### src/rtl/vga_sync_decoder_if.sv
// ---------------------------------------------------------------------------
// vga_sync_decoder_if
// Bundles the sampled VGA input stream and the decoded pixel/status outputs
// of vga_sync_decoder.
//   master : the VGA source side (drives pix_en, syncs, blank and colour;
//            observes the decoded pixel stream and status)
//   slave  : the decoder side (the reverse)
// Signals:
//   pix_en                  pixel-sample strobe
//   vga_hs / vga_vs         active-low syncs
//   vga_blank               1 = visible pixel
//   vga_r/g/b               input colour, COL_W bits each
//   pix_valid               one-cycle pulse per decoded visible pixel
//   pix_x / pix_y           visible column / row
//   pix_r/g/b               registered colour
//   pix_sof                 first visible pixel of a frame
//   line_len / frame_lines  last measured samples per line / lines per frame
//   locked                  timing locked
//   err_line / err_frame    one-cycle timing error pulses
// ---------------------------------------------------------------------------
interface vga_sync_decoder_if #(
  parameter int H_CNT_W = 11,
  parameter int V_CNT_W = 10,
  parameter int COL_W   = 4
);
  logic               pix_en;
  logic               vga_hs;
  logic               vga_vs;
  logic               vga_blank;
  logic [COL_W-1:0]   vga_r;
  logic [COL_W-1:0]   vga_g;
  logic [COL_W-1:0]   vga_b;
  logic               pix_valid;
  logic [9:0]         pix_x;
  logic [V_CNT_W-1:0] pix_y;
  logic [COL_W-1:0]   pix_r;
  logic [COL_W-1:0]   pix_g;
  logic [COL_W-1:0]   pix_b;
  logic               pix_sof;
  logic [H_CNT_W-1:0] line_len;
  logic [V_CNT_W-1:0] frame_lines;
  logic               locked;
  logic               err_line;
  logic               err_frame;

  modport master (
    output pix_en, vga_hs, vga_vs, vga_blank, vga_r, vga_g, vga_b,
    input  pix_valid, pix_x, pix_y, pix_r, pix_g, pix_b, pix_sof,
    input  line_len, frame_lines, locked, err_line, err_frame
  );

  modport slave (
    input  pix_en, vga_hs, vga_vs, vga_blank, vga_r, vga_g, vga_b,
    output pix_valid, pix_x, pix_y, pix_r, pix_g, pix_b, pix_sof,
    output line_len, frame_lines, locked, err_line, err_frame
  );
endinterface

### src/rtl/vga_sync_decoder.sv
// ---------------------------------------------------------------------------
// vga_sync_decoder
// Recovers pixel coordinates and line/frame timing from a sampled VGA stream.
// Samples are taken only when pix_en is high; with pix_en low everything
// (counters, sync edge history, lock FSM) is frozen.
// Ports:
//   clk_clk      sole clock, rising edge
//   reset_reset  synchronous active-high reset
//   bus          vga_sync_decoder_if.slave (VGA inputs, decoded outputs)
// Lock FSM: SEARCH waits for a VS fall, MEASURE learns the line length and
// lines per frame over one frame, LOCKED checks every line/frame against the
// learned references and drops back to SEARCH on any mismatch.
// ---------------------------------------------------------------------------
module vga_sync_decoder #(
  parameter int H_CNT_W = 11,
  parameter int V_CNT_W = 10,
  parameter int COL_W   = 4
) (
  input logic               clk_clk,
  input logic               reset_reset,
  vga_sync_decoder_if.slave bus
);

  localparam logic [H_CNT_W-1:0] H_ZERO = {H_CNT_W{1'b0}};
  localparam logic [H_CNT_W-1:0] H_ONE  = {{(H_CNT_W-1){1'b0}}, 1'b1};
  localparam logic [V_CNT_W-1:0] V_ZERO = {V_CNT_W{1'b0}};
  localparam logic [V_CNT_W-1:0] V_ONE  = {{(V_CNT_W-1){1'b0}}, 1'b1};
  localparam logic [9:0]         X_ZERO = 10'd0;
  localparam logic [9:0]         X_ONE  = 10'd1;
  localparam logic [COL_W-1:0]   C_ZERO = {COL_W{1'b0}};

  typedef enum logic [1:0] {
    ST_SEARCH  = 2'd0,
    ST_MEASURE = 2'd1,
    ST_LOCKED  = 2'd2
  } state_t;

  function automatic logic [H_CNT_W-1:0] sat_inc_h(input logic [H_CNT_W-1:0] v);
    return (&v) ? v : (v + H_ONE);
  endfunction

  function automatic logic [V_CNT_W-1:0] sat_inc_v(input logic [V_CNT_W-1:0] v);
    return (&v) ? v : (v + V_ONE);
  endfunction

  function automatic logic [9:0] sat_inc_x(input logic [9:0] v);
    return (&v) ? v : (v + X_ONE);
  endfunction

  // sync edge history and timing counters
  logic               prev_hs_r;
  logic               prev_vs_r;
  logic [H_CNT_W-1:0] h_cnt_r;
  logic [V_CNT_W-1:0] v_cnt_r;
  logic [H_CNT_W-1:0] line_len_r;
  logic [V_CNT_W-1:0] frame_lines_r;
  // pixel coordinate tracking
  logic [9:0]         x_cnt_r;
  logic [V_CNT_W-1:0] y_cnt_r;
  logic               line_vis_r;
  // registered pixel outputs
  logic               pix_valid_r;
  logic [9:0]         pix_x_r;
  logic [V_CNT_W-1:0] pix_y_r;
  logic [COL_W-1:0]   pix_r_r;
  logic [COL_W-1:0]   pix_g_r;
  logic [COL_W-1:0]   pix_b_r;
  logic               pix_sof_r;
  // lock FSM
  state_t             state_r;
  state_t             state_s;
  logic [H_CNT_W-1:0] ref_len_r;
  logic [H_CNT_W-1:0] ref_len_s;
  logic [V_CNT_W-1:0] ref_lines_r;
  logic [V_CNT_W-1:0] ref_lines_s;
  logic               err_line_s;
  logic               err_frame_s;
  logic               err_line_r;
  logic               err_frame_r;
  logic               locked_r;

  logic hs_fall_s;
  logic vs_fall_s;
  logic vis_s;

  assign hs_fall_s = bus.pix_en & prev_hs_r & ~bus.vga_hs;
  assign vs_fall_s = bus.pix_en & prev_vs_r & ~bus.vga_vs;
  assign vis_s     = bus.pix_en & bus.vga_blank;

  // sync edge history, samples-per-line and lines-per-frame measurement
  always_ff @(posedge clk_clk) begin
    if (reset_reset) begin
      prev_hs_r     <= 1'b1;
      prev_vs_r     <= 1'b1;
      h_cnt_r       <= H_ZERO;
      v_cnt_r       <= V_ZERO;
      line_len_r    <= H_ZERO;
      frame_lines_r <= V_ZERO;
    end else if (bus.pix_en) begin
      prev_hs_r <= bus.vga_hs;
      prev_vs_r <= bus.vga_vs;
      // the HS-fall sample is counted as sample 1 of the new line
      if (hs_fall_s) begin
        line_len_r <= h_cnt_r;
        h_cnt_r    <= H_ONE;
      end else begin
        h_cnt_r <= sat_inc_h(h_cnt_r);
      end
      // a coincident HS fall already belongs to the new frame
      if (vs_fall_s) begin
        frame_lines_r <= v_cnt_r;
        v_cnt_r       <= hs_fall_s ? V_ONE : V_ZERO;
      end else if (hs_fall_s) begin
        v_cnt_r <= sat_inc_v(v_cnt_r);
      end
    end
  end

  // visible-pixel coordinates and registered pixel outputs (one-cycle latency)
  always_ff @(posedge clk_clk) begin
    if (reset_reset) begin
      x_cnt_r     <= X_ZERO;
      y_cnt_r     <= V_ZERO;
      line_vis_r  <= 1'b0;
      pix_valid_r <= 1'b0;
      pix_sof_r   <= 1'b0;
      pix_x_r     <= X_ZERO;
      pix_y_r     <= V_ZERO;
      pix_r_r     <= C_ZERO;
      pix_g_r     <= C_ZERO;
      pix_b_r     <= C_ZERO;
    end else begin
      pix_valid_r <= vis_s;
      pix_sof_r   <= vis_s & (x_cnt_r == X_ZERO) & (y_cnt_r == V_ZERO);
      if (vis_s) begin
        pix_x_r <= x_cnt_r;
        pix_y_r <= y_cnt_r;
        pix_r_r <= bus.vga_r;
        pix_g_r <= bus.vga_g;
        pix_b_r <= bus.vga_b;
      end
      if (bus.pix_en) begin
        if (hs_fall_s) begin
          x_cnt_r <= X_ZERO;
        end else if (vis_s) begin
          x_cnt_r <= sat_inc_x(x_cnt_r);
        end
        // line_vis_r remembers whether the line now ending carried pixels
        if (hs_fall_s) begin
          line_vis_r <= vis_s;
        end else if (vis_s) begin
          line_vis_r <= 1'b1;
        end
        if (vs_fall_s) begin
          y_cnt_r <= V_ZERO;
        end else if (hs_fall_s && line_vis_r) begin
          y_cnt_r <= sat_inc_v(y_cnt_r);
        end
      end
    end
  end

  // lock FSM next-state, reference capture and error detection
  always_comb begin
    state_s     = state_r;
    ref_len_s   = ref_len_r;
    ref_lines_s = ref_lines_r;
    err_line_s  = 1'b0;
    err_frame_s = 1'b0;
    case (state_r)
      ST_SEARCH: begin
        if (vs_fall_s) begin
          state_s   = ST_MEASURE;
          ref_len_s = H_ZERO;
        end else begin
          state_s = ST_SEARCH;
        end
      end
      ST_MEASURE: begin
        // a line that disagrees with the first measured one aborts silently
        if (hs_fall_s && (ref_len_r != H_ZERO) && (h_cnt_r != ref_len_r)) begin
          state_s = ST_SEARCH;
        end else if (vs_fall_s) begin
          if ((ref_len_r != H_ZERO) && (v_cnt_r != V_ZERO)) begin
            state_s     = ST_LOCKED;
            ref_lines_s = v_cnt_r;
          end else begin
            state_s = ST_SEARCH;
          end
        end else begin
          state_s = ST_MEASURE;
        end
        if (hs_fall_s && (ref_len_r == H_ZERO) && (h_cnt_r != H_ZERO)) begin
          ref_len_s = h_cnt_r;
        end else begin
          ref_len_s = ref_len_r;
        end
      end
      ST_LOCKED: begin
        if (hs_fall_s && (h_cnt_r != ref_len_r)) begin
          err_line_s = 1'b1;
        end else begin
          err_line_s = 1'b0;
        end
        if (vs_fall_s && (v_cnt_r != ref_lines_r)) begin
          err_frame_s = 1'b1;
        end else begin
          err_frame_s = 1'b0;
        end
        if (err_line_s || err_frame_s) begin
          state_s = ST_SEARCH;
        end else begin
          state_s = ST_LOCKED;
        end
      end
      default: begin
        state_s = ST_SEARCH;
      end
    endcase
  end

  // lock FSM state, references and registered status outputs
  always_ff @(posedge clk_clk) begin
    if (reset_reset) begin
      state_r     <= ST_SEARCH;
      ref_len_r   <= H_ZERO;
      ref_lines_r <= V_ZERO;
      err_line_r  <= 1'b0;
      err_frame_r <= 1'b0;
      locked_r    <= 1'b0;
    end else begin
      state_r     <= state_s;
      ref_len_r   <= ref_len_s;
      ref_lines_r <= ref_lines_s;
      err_line_r  <= err_line_s;
      err_frame_r <= err_frame_s;
      locked_r    <= (state_s == ST_LOCKED);
    end
  end

  assign bus.pix_valid   = pix_valid_r;
  assign bus.pix_x       = pix_x_r;
  assign bus.pix_y       = pix_y_r;
  assign bus.pix_r       = pix_r_r;
  assign bus.pix_g       = pix_g_r;
  assign bus.pix_b       = pix_b_r;
  assign bus.pix_sof     = pix_sof_r;
  assign bus.line_len    = line_len_r;
  assign bus.frame_lines = frame_lines_r;
  assign bus.locked      = locked_r;
  assign bus.err_line    = err_line_r;
  assign bus.err_frame   = err_frame_r;

endmodule

### src/flat_wrapper.sv
// flat-port wrapper written by rule: the top's interface ports become plain ports
module vga_sync_decoder_flat 
#(
  parameter int H_CNT_W = 11,
  parameter int V_CNT_W = 10,
  parameter int COL_W   = 4
)
  (clk_clk, reset_reset, bus_pix_en, bus_vga_hs, bus_vga_vs, bus_vga_blank, bus_vga_r, bus_vga_g, bus_vga_b, bus_pix_valid, bus_pix_x, bus_pix_y, bus_pix_r, bus_pix_g, bus_pix_b, bus_pix_sof, bus_line_len, bus_frame_lines, bus_locked, bus_err_line, bus_err_frame);
  vga_sync_decoder_if #(.H_CNT_W(H_CNT_W), .V_CNT_W(V_CNT_W), .COL_W(COL_W)) bus_i ();
  input logic clk_clk;
  input logic reset_reset;
  input wire logic [$bits(bus_i.pix_en)-1:0] bus_pix_en;
  input wire logic [$bits(bus_i.vga_hs)-1:0] bus_vga_hs;
  input wire logic [$bits(bus_i.vga_vs)-1:0] bus_vga_vs;
  input wire logic [$bits(bus_i.vga_blank)-1:0] bus_vga_blank;
  input wire logic [$bits(bus_i.vga_r)-1:0] bus_vga_r;
  input wire logic [$bits(bus_i.vga_g)-1:0] bus_vga_g;
  input wire logic [$bits(bus_i.vga_b)-1:0] bus_vga_b;
  output wire logic [$bits(bus_i.pix_valid)-1:0] bus_pix_valid;
  output wire logic [$bits(bus_i.pix_x)-1:0] bus_pix_x;
  output wire logic [$bits(bus_i.pix_y)-1:0] bus_pix_y;
  output wire logic [$bits(bus_i.pix_r)-1:0] bus_pix_r;
  output wire logic [$bits(bus_i.pix_g)-1:0] bus_pix_g;
  output wire logic [$bits(bus_i.pix_b)-1:0] bus_pix_b;
  output wire logic [$bits(bus_i.pix_sof)-1:0] bus_pix_sof;
  output wire logic [$bits(bus_i.line_len)-1:0] bus_line_len;
  output wire logic [$bits(bus_i.frame_lines)-1:0] bus_frame_lines;
  output wire logic [$bits(bus_i.locked)-1:0] bus_locked;
  output wire logic [$bits(bus_i.err_line)-1:0] bus_err_line;
  output wire logic [$bits(bus_i.err_frame)-1:0] bus_err_frame;
  assign bus_i.pix_en = bus_pix_en;
  assign bus_i.vga_hs = bus_vga_hs;
  assign bus_i.vga_vs = bus_vga_vs;
  assign bus_i.vga_blank = bus_vga_blank;
  assign bus_i.vga_r = bus_vga_r;
  assign bus_i.vga_g = bus_vga_g;
  assign bus_i.vga_b = bus_vga_b;
  assign bus_pix_valid = bus_i.pix_valid;
  assign bus_pix_x = bus_i.pix_x;
  assign bus_pix_y = bus_i.pix_y;
  assign bus_pix_r = bus_i.pix_r;
  assign bus_pix_g = bus_i.pix_g;
  assign bus_pix_b = bus_i.pix_b;
  assign bus_pix_sof = bus_i.pix_sof;
  assign bus_line_len = bus_i.line_len;
  assign bus_frame_lines = bus_i.frame_lines;
  assign bus_locked = bus_i.locked;
  assign bus_err_line = bus_i.err_line;
  assign bus_err_frame = bus_i.err_frame;
  vga_sync_decoder #(.H_CNT_W(H_CNT_W), .V_CNT_W(V_CNT_W), .COL_W(COL_W)) u_core (.clk_clk(clk_clk), .reset_reset(reset_reset), .bus(bus_i));
endmodule
### config.mk
export PLATFORM = sky130hd
export DESIGN_NAME = vga_sync_decoder_flat
export DESIGN_NICKNAME = d
export VERILOG_FILES = /design/src/rtl/vga_sync_decoder_if.sv /design/src/rtl/vga_sync_decoder.sv /design/src/flat_wrapper.sv
export SDC_FILE = /design/constraint.sdc
export NUM_CORES = 1
export LEC_CHECK = 0
export ABC_CLOCK_PERIOD_IN_PS = 4200
export CAP_MARGIN = 10
export CORE_UTILIZATION = 37
export CTS_CLUSTER_SIZE = 40
export DETAILED_ROUTE_END_ITERATION = 7
export SLEW_MARGIN = 20
export SYNTH_ARGS = -nofsm -noshare
export SYNTH_HDL_FRONTEND = slang
export SYNTH_SLANG_ARGS = --single-unit
### constraint.sdc
create_clock -name clk_clk -period 4.2 [get_ports clk_clk]
set_input_delay 0.84 -clock clk_clk [delete_from_list [all_inputs] [get_ports clk_clk]]
set_output_delay 0.84 -clock clk_clk [all_outputs]
set_load 0.02 [all_outputs]
# Word level (Yosys, flattened, before mapping)
# Index checks and enable logic that the tools add are counted.
# word_totals
out_inout_bits,58
word_cells,109
regBits,125
input_bits,18
# op_classes
muxes,27
n_addsub,4
bitwise_logic,11
reduce_logical,34
n_eq_ne,11
# ops
operator,n
$mux 10,9
$mux 11,4
$add 10x1->10 const B,3
$reduce_and 10->1,3
$pmux 11 s2,1
$reduce_bool 11->1,2
$logic_not 10->1,2
$ne 2x1->1 const B,6
$reduce_and 3->1,4
$add 11x1->11 const B,1
$logic_not 11->1,1
$ne 11x11->1,1
$reduce_and 11->1,1
$ne 10x10->1,1
$reduce_bool 10->1,1
$logic_and 1x1->1,8
$mux 1,8
$mux 2,4
$reduce_and 2->1,4
$reduce_bool 2->1,4
$and 1x1->1,7
$pmux 2 s3,1
$eq 2x2->1 const B,2
$not 1->1,4
other kinds (5),5

# Longest topological paths before layout
# depth
word_depth,9
mapped_depth,8

# Worst setup path after synthesis
# Ideal clock, no wire load.
# synth_timing
path_type,input -> register
start,in bus_pix_en
end,reg u_core.ref_len_r[4]
required_ps,4072
setup_slack_ps,2085
path_stages,7
setup_ps,128
arrival_time_ps,1988
n_path_buf,2
path_cell_list,buf_2 nand2_1 or2_1 or3_1 buf_2 a22oi_1 nor2_1
# synth_between
elab_chain_cells,6
word_cells_on_any_way,9
classes_between,2 x eq/ne; 4 x bitwise; 3 x reduce/logical
# synth_lines
element,line_no,text
start: declaration,flat_wrapper.sv:12,input wire logic [$bits(bus_i.pix_en)-1:0] bus_pix_en;
$and 1x1->1 (2 in series),vga_sync_decoder.sv:86,assign hs_fall_s = bus.pix_en & prev_hs_r & ~bus.vga_hs;
$logic_and 1x1->1 (2 in series),vga_sync_decoder.sv:193,if (hs_fall_s && (ref_len_r == H_ZERO) && (h_cnt_r != H_ZERO)) begin
$ne 2x1->1 (no source line),n/a,
$reduce_and 3->1 (no source line) *,n/a,
end signal: assignment,vga_sync_decoder.sv:233,ref_len_r <= ref_len_s;
end: declaration,vga_sync_decoder.sv:72,logic [H_CNT_W-1:0] ref_len_r;
# Mark *: on every way between the ends. The rest lies on a longest branch, timed or not.
# A chain may end at the register's enable or synchronous reset.

# Final worst setup path
# layout_timing
start,in bus_pix_en
end,reg u_core.ref_len_r[1]
# The elaborated chain is that of the path after synthesis.

==> impl_metrics.json <==
{
  "synth_ff_type": "dfxtp_1",
  "drive_gt1_share_pct": 6.17,
  "worst_r2r_endpoint": "u_core.ref_lines_r[8]",
  "ys_seq_area_share_pct": 46.7,
  "ctsHtreeMaxLevel": 4,
  "grt_usage_pct": 17.9,
  "drc": 0,
  "path_clk_slew_ns": 0.05,
  "final_core_util_pct": 48.1,
  "num_rows": 43,
  "min_to": "u_core.bus.line_len[2]",
  "layout_common_cells": "dfxtp_1, nand2_1, clkdlybuf4s50_1, nor2_1, a21oi_1",
  "final-hold-violation-count": 0,
  "n_fill_cell": 1345,
  "worstPathRequired_ns": 4.47,
  "yosys_warnings": 0,
  "syn_nets": 657,
  "grt_pass1_vias": 4264,
  "synth_top_area_share_pct": 46.7,
  "wirelength_met1_mm": 6.06,
  "leakagePower_uw": 0.00240,
  "finalCritPeriodShare_pct": 68.0,
  "maxCapViolCount": 0,
  "path_class": "input port to flop",
  "skew_ns": 0.0110,
  "fin_crit_ns": 2.85,
  "worstSetupEndpointType": "flop",
  "coreArea_um2": 14000,
  "critPathArrivalTime_ns": 3.12,
  "place.gp.congestion": 0.782,
  "reg2reg_from": "u_core.h_cnt_r[7]",
  "cts_tree": "yes",
  "clockBufferDepth": 2,
  "min-delay-start": "u_core.bus.line_len[2]",
  "num_antenna_cells": 0,
  "rsz0062_at_grt": "false",
  "ys_ff_latch": 125,
  "status": "completed",
  "synth_enable_flop_cells": 0,
  "yosys.area.top_type": "dfxtp_1",
  "p_int_uw": 2170,
  "wl_mm": 12.5,
  "nets": 711,
  "clkLatencyLatePin_ns": 0.41,
  "ir_drop_mv": 0.240,
  "hold_buffers": 0,
  "overflow": 0,
  "whs_path_depth": 2,
  "netlist_instances": 631,
  "vias_per_cell": 5.03,
  "grt_max_degree": 56,
  "area_growth_pct": 25.6,
  "top_layer_used": "met4",
  "vias": 4413,
  "first_pass_iters": 4,
  "avgSynthCellArea_um2": 8.50,
  "post_cts_buffers": 0,
  "reg2reg_depth": 5,
  "setup_viol_count_final": 0,
  "die_y_um": 122,
  "wl_per_cell_um": 14.2,
  "clkPwrFrac_pct": 51.1,
  "final_common_cell": "dfxtp_1",
  "wl_met3_um": 537,
  "fmax_mhz": 350,
  "switchingPower_uw": 594,
  "initial_core_util_pct": 38.3,
  "seq_power_share_pct": 43.9,
  "reg2reg_slack_ns": 1.93,
  "cts_resized": 0,
  "hold_path.class": "flop to flop",
  "power_frac_comb_pct": 5.0,
  "fp.dieW_um": 122,
  "setup_tns_ns": 0,
  "drt_iter0_drc": 297,
  "maxSlewHeadroom_pct": 49.0,
  "cts_made_buffers": 17,
  "drv_slew": 0,
  "wl_met2_mm": 5.77,
  "antenna_left": 0,
  "startpoint_type": "input port",
  "io_pins": 76,
  "synth_area_um2": 5360,
  "powerDensity_nw_per_um2": 410,
  "cp_max_fo": 17,
  "grt_pass1_wl_mm": 20.7,
  "root_buffer": "clkbuf_16",
  "dp_hpwl_mm": 8.51,
  "io_buffers": 75,
  "tightest_slew_ns": 0.764,
  "synthArstFlopShare_pct": 0,
  "cts.sinks": 125,
  "synth_area_leaders": "dfxtp_1, nand2_1, xor2_1",
  "antenna_found_initial": 0,
  "dieArea_um2": 15000,
  "switching_share_pct": 21.5,
  "synth_cell_type_count": 48
}
-- synthesized netlist by cell type (4+ instances only) --
cell / n
dfxtp_1: 125
nand2_1: 122
a21oi_1: 60
nor2_1: 60
xor2_1: 37
clkbuf_1: 26
nand2b_1: 22
nand4_1: 17
buf_2: 15
xnor2_1: 15
a22oi_1: 11
mux2i_1: 11
inv_1: 10
nor4_1: 10
nor3_1: 9
and3_1: 8
ha_1: 8
nand3_1: 8
and4_1: 6
and2_1: 4
-- logic make-up after synthesis --
family	share of synthesized area, %
multiplexers	2.05
buffers and inverters	4.71
XOR/XNOR	8.49
adder cells (fa/ha/maj)	1.87
AND/OR/NAND/NOR	25.0
AO/OA/AOI/OAI	11.2
flip-flops	46.7
-- power by group through the flow --
stage | logic [uW] | clock network, uW | registers, uW
2_1_floorplan | 79.6 | 0 | 1240
3_3_place_gp | 136 | 0 | 1240
3_5_place_dp | 138 | 0 | 1240
4_1_cts | 139 | 1450 | 1210
5_1_grt | 152 | 1500 | 1210
6_report | 137 | 1410 | 1210
-- how the worst max path moves through the flow --
stage / startpoint / end / slack, ns / cells after the start
after floorplan: bus_pix_en / u_core.ref_len_r[4] / 2.08 / 7
after global placement: bus_pix_en / u_core.v_cnt_r[7] / 1.0 / 6
after detailed placement: bus_pix_en / u_core.ref_lines_r[5] / 0.91 / 7
after CTS: bus_pix_en / u_core.ref_lines_r[8] / 1.34 / 7
after global routing: bus_pix_en / u_core.ref_lines_r[8] / 1.06 / 7
final: bus_pix_en / u_core.ref_len_r[1] / 1.35 / 6
-- metal layers --
layer / up-vias / GRT usage (%)
met5: - / 0
met4: 0 / 7.16
met3: 9 / 5.62
met2: 81 / 27.3
met1: 2089 / 23.3
li1: 2234 / -
-- critical path, stage by stage --
cell and delay, ns:
clkdlybuf4s50_1 0.81, nand2_1 0.13, or2_1 0.44, or3_1 0.58
a22oi_1 0.26, nor2_1 0.06
-- sequential cells by signal (all words and copies together) (netlist names) --
signal,flops
u_core.bus.line_len,11
u_core.h_cnt_r,11
u_core.ref_len_r,11
u_core.bus.frame_lines,10
u_core.bus.pix_x,10
u_core.bus.pix_y,10
u_core.ref_lines_r,10
u_core.v_cnt_r,10
u_core.x_cnt_r,10
u_core.y_cnt_r,10
u_core.bus.pix_b,4
u_core.bus.pix_g,4
u_core.bus.pix_r,4
u_core.state_r,2
u_core.bus.err_frame,1
u_core.bus.err_line,1
u_core.bus.locked,1
u_core.bus.pix_sof,1
u_core.bus.pix_valid,1
u_core.line_vis_r,1
u_core.prev_hs_r,1
u_core.prev_vs_r,1
-- final cells by class --
cell class,count,area (um^2),area share (%)
clock buffers,24,482,7.16
clock inverters,7,87.6,1.30
inverters,10,37.5,0.558
multi-input cells,450,2610,38.7
flip-flops and latches,125,2500,37.2
well taps,180,225,3.35
repair buffers,81,791,11.7
-- metrics by stage --
stage                     worst slack, ns  hold WS, ns  total power [uW]  cell area [um^2]  instances
final                                1.35        0.451              2760              6730        877
after global routing                 1.06        0.474              2860              6730        877
after CTS                            1.34        0.455              2800              6730        877
after detailed placement            0.912        0.448              1370              6160        846
after global placement              0.995        0.441              1370              6160        846
after floorplan                      2.08        0.449              1320              5360        631
Note: power is estimated with default switching activity, not from simulation.
==> RTL change (same flow settings) <==
`H_CNT_W` is set to 11 in 3 places; all go to 22.
--- a/src/rtl/vga_sync_decoder_if.sv
+++ b/src/rtl/vga_sync_decoder_if.sv
@@ -21,3 +21,3 @@
 interface vga_sync_decoder_if #(
-  parameter int H_CNT_W = 11,
+  parameter int H_CNT_W = 22,
   parameter int V_CNT_W = 10,
--- a/src/rtl/vga_sync_decoder.sv
+++ b/src/rtl/vga_sync_decoder.sv
@@ -14,3 +14,3 @@
 module vga_sync_decoder #(
-  parameter int H_CNT_W = 11,
+  parameter int H_CNT_W = 22,
   parameter int V_CNT_W = 10,
--- a/src/flat_wrapper.sv
+++ b/src/flat_wrapper.sv
@@ -3,3 +3,3 @@
 #(
-  parameter int H_CNT_W = 11,
+  parameter int H_CNT_W = 22,
   parameter int V_CNT_W = 10,
Interface: changed (resized bus_line_len); port bits go from 76 to 87. No check against the original RTL was run, so the function may have changed too.
==> RTL change against the unedited design <==
The run now ends with DRC left. Power is 22% higher. Sequential share of layout area rose by 0.30 points. Hold slack gained 0.0012 ns. Clock skew shrank 0.0045 ns. Critical path type unchanged. Sequential power rose by 26%. Area after synthesis rose by 28%. Utilization is 1.5 points lower. Sequential cell count rose by 33. Setup slack improved by 0.15 ns. Critical endpoint is now u_core.ref_lines_r[8]. Wire length grew 28%. Final area is 25% higher.
==> RTL change: results (changes against the unedited design) <==
status:
  outcome: "finished, violations left"
  violations: "DRC"
final_layout:
  nets: 909  # +28%
  final_layout_size_suffix_gt1_share_pct: 7.031  # +0.86 points
  fillers: 1808  # +34%
pwr:
  ir_drop_mv: 0.2895  # +21%
  cellLeakagePower_nw: 2.878  # +20%
  pwr-share-clk_pct: 49.8  # -1.3 points
  p_sw_mw: 0.7373  # +24%
logic_synthesis:
  ys_seq_area_share_pct: 46.04  # -0.64 points
  syn_inst: 834  # +32%
  yosysUniqueCellTypes: 52  # +8.3%
  synth_nets: 860  # +31%
  muxShareOfSynthArea_pct: 0.1457  # -1.9 points
  synth_commonest_cells: "158 x dfxtp_1, 158 x nand2_1, 91 x a21oi_1"
  synth-adder-area-share_pct: 1.457  # -0.41 points
  synth_area_leaders: "dfxtp_1 46%, nand2_1 8.6%, a21oi_1 6.6%, xnor2_1 5.1%, xor2_1 3.4%"
  synth_compound_area_share_pct: 12.09  # +0.87 points
  synth_xor_area_share_pct: 8.541  # +0.047 points
routing:
  wl_per_cell_um: 14.19  # -0.28%
  wl_um: 15960  # +28%
  drt_iter0_drc: 448  # +51%
  viasPerCell: 5.111  # +1.6%
  met1_length_um: 7646  # +26%
  wl_met3_um: 865  # +61%
  drc_errors: 18  # +18
  wl_met2_um: 7238  # +26%
global_routing:
  grt_util_met1_pct: 22.80  # -0.53 points
  grt_usage_pct: 17.33  # -0.55 points
  use_met3_pct: 4.641  # -0.98 points
  grt_start_max_net_pins: 45  # -20%
  grt_pass1_vias: 5426  # +27%
critical_path:
  cp_slowest_stage_delay_ns: 0.61  # -0.20 ns
  rrSetupSlack_ns: 1.95  # +0.02 ns
  timing.rr.end: "u_core.h_cnt_r[18]"
  cp.arrival_ns: 3.07  # -0.05 ns
  cp_slowest_cell: "or3b_2"
  worstPathMaxFanout: 21  # +4
hold_path:
  hold_end: "u_core.bus.line_len[12]"
  hold_path_startpoint: "u_core.bus.line_len[12]"
timing:
  hold_ws_ns: 0.4518  # +0.001222 ns
  slew_headroom_pct: 46.24  # -2.8 points
  finalClockSkew_ns: 0.006494  # -0.004546 ns
cts:
  clk_pin_slew_ns: 0.06
  clk_latency_ns: 0.43  # +0.02 ns
placement:
  port_buffers: 86  # +15%
  gp_congestion: 0.7821  # about the same
  dpl_worst_slack_ns: 1.032  # +0.1204 ns
  place_area_um2: 7797  # +27%
  place_hpwl_um: 10630  # +25%
  dp.cells: 1093  # +29%
[RTL change: cell types whose count changed in the layout (fill, tap and decap cells not counted), moves of 12 or more]
cell     change
o21ai_0     +41
nand2_1     +36
dfxtp_1     +33
a21oi_1     +31
nand3_1     +26
xnor2_1     +25
nor2_1      -12
[RTL change: final cells by class]
class                      instances  area [um2]  area share, %
timing repair buffer              99       955.9          11.33
clock buffer                      23       488.0          5.781
tap                              229       286.5          3.395
multi-input combinational        595        3347          39.65
sequential                       158        3163          37.47
inverter                          12       45.04         0.5336
clock inverter                     9       155.1          1.838
[RTL change: how the worst max path moves through the flow]
stage                                        to  slack (ns)       start
final                     u_core.ref_lines_r[8]        1.50  bus_pix_en
after global routing      u_core.ref_lines_r[5]        1.23  bus_pix_en
after CTS                 u_core.ref_lines_r[6]        1.49  bus_pix_en
after detailed placement  u_core.ref_lines_r[9]        1.03  bus_pix_en
after global placement    u_core.ref_lines_r[4]        1.07  bus_pix_en
after floorplan           u_core.ref_lines_r[8]        1.91  bus_pix_en
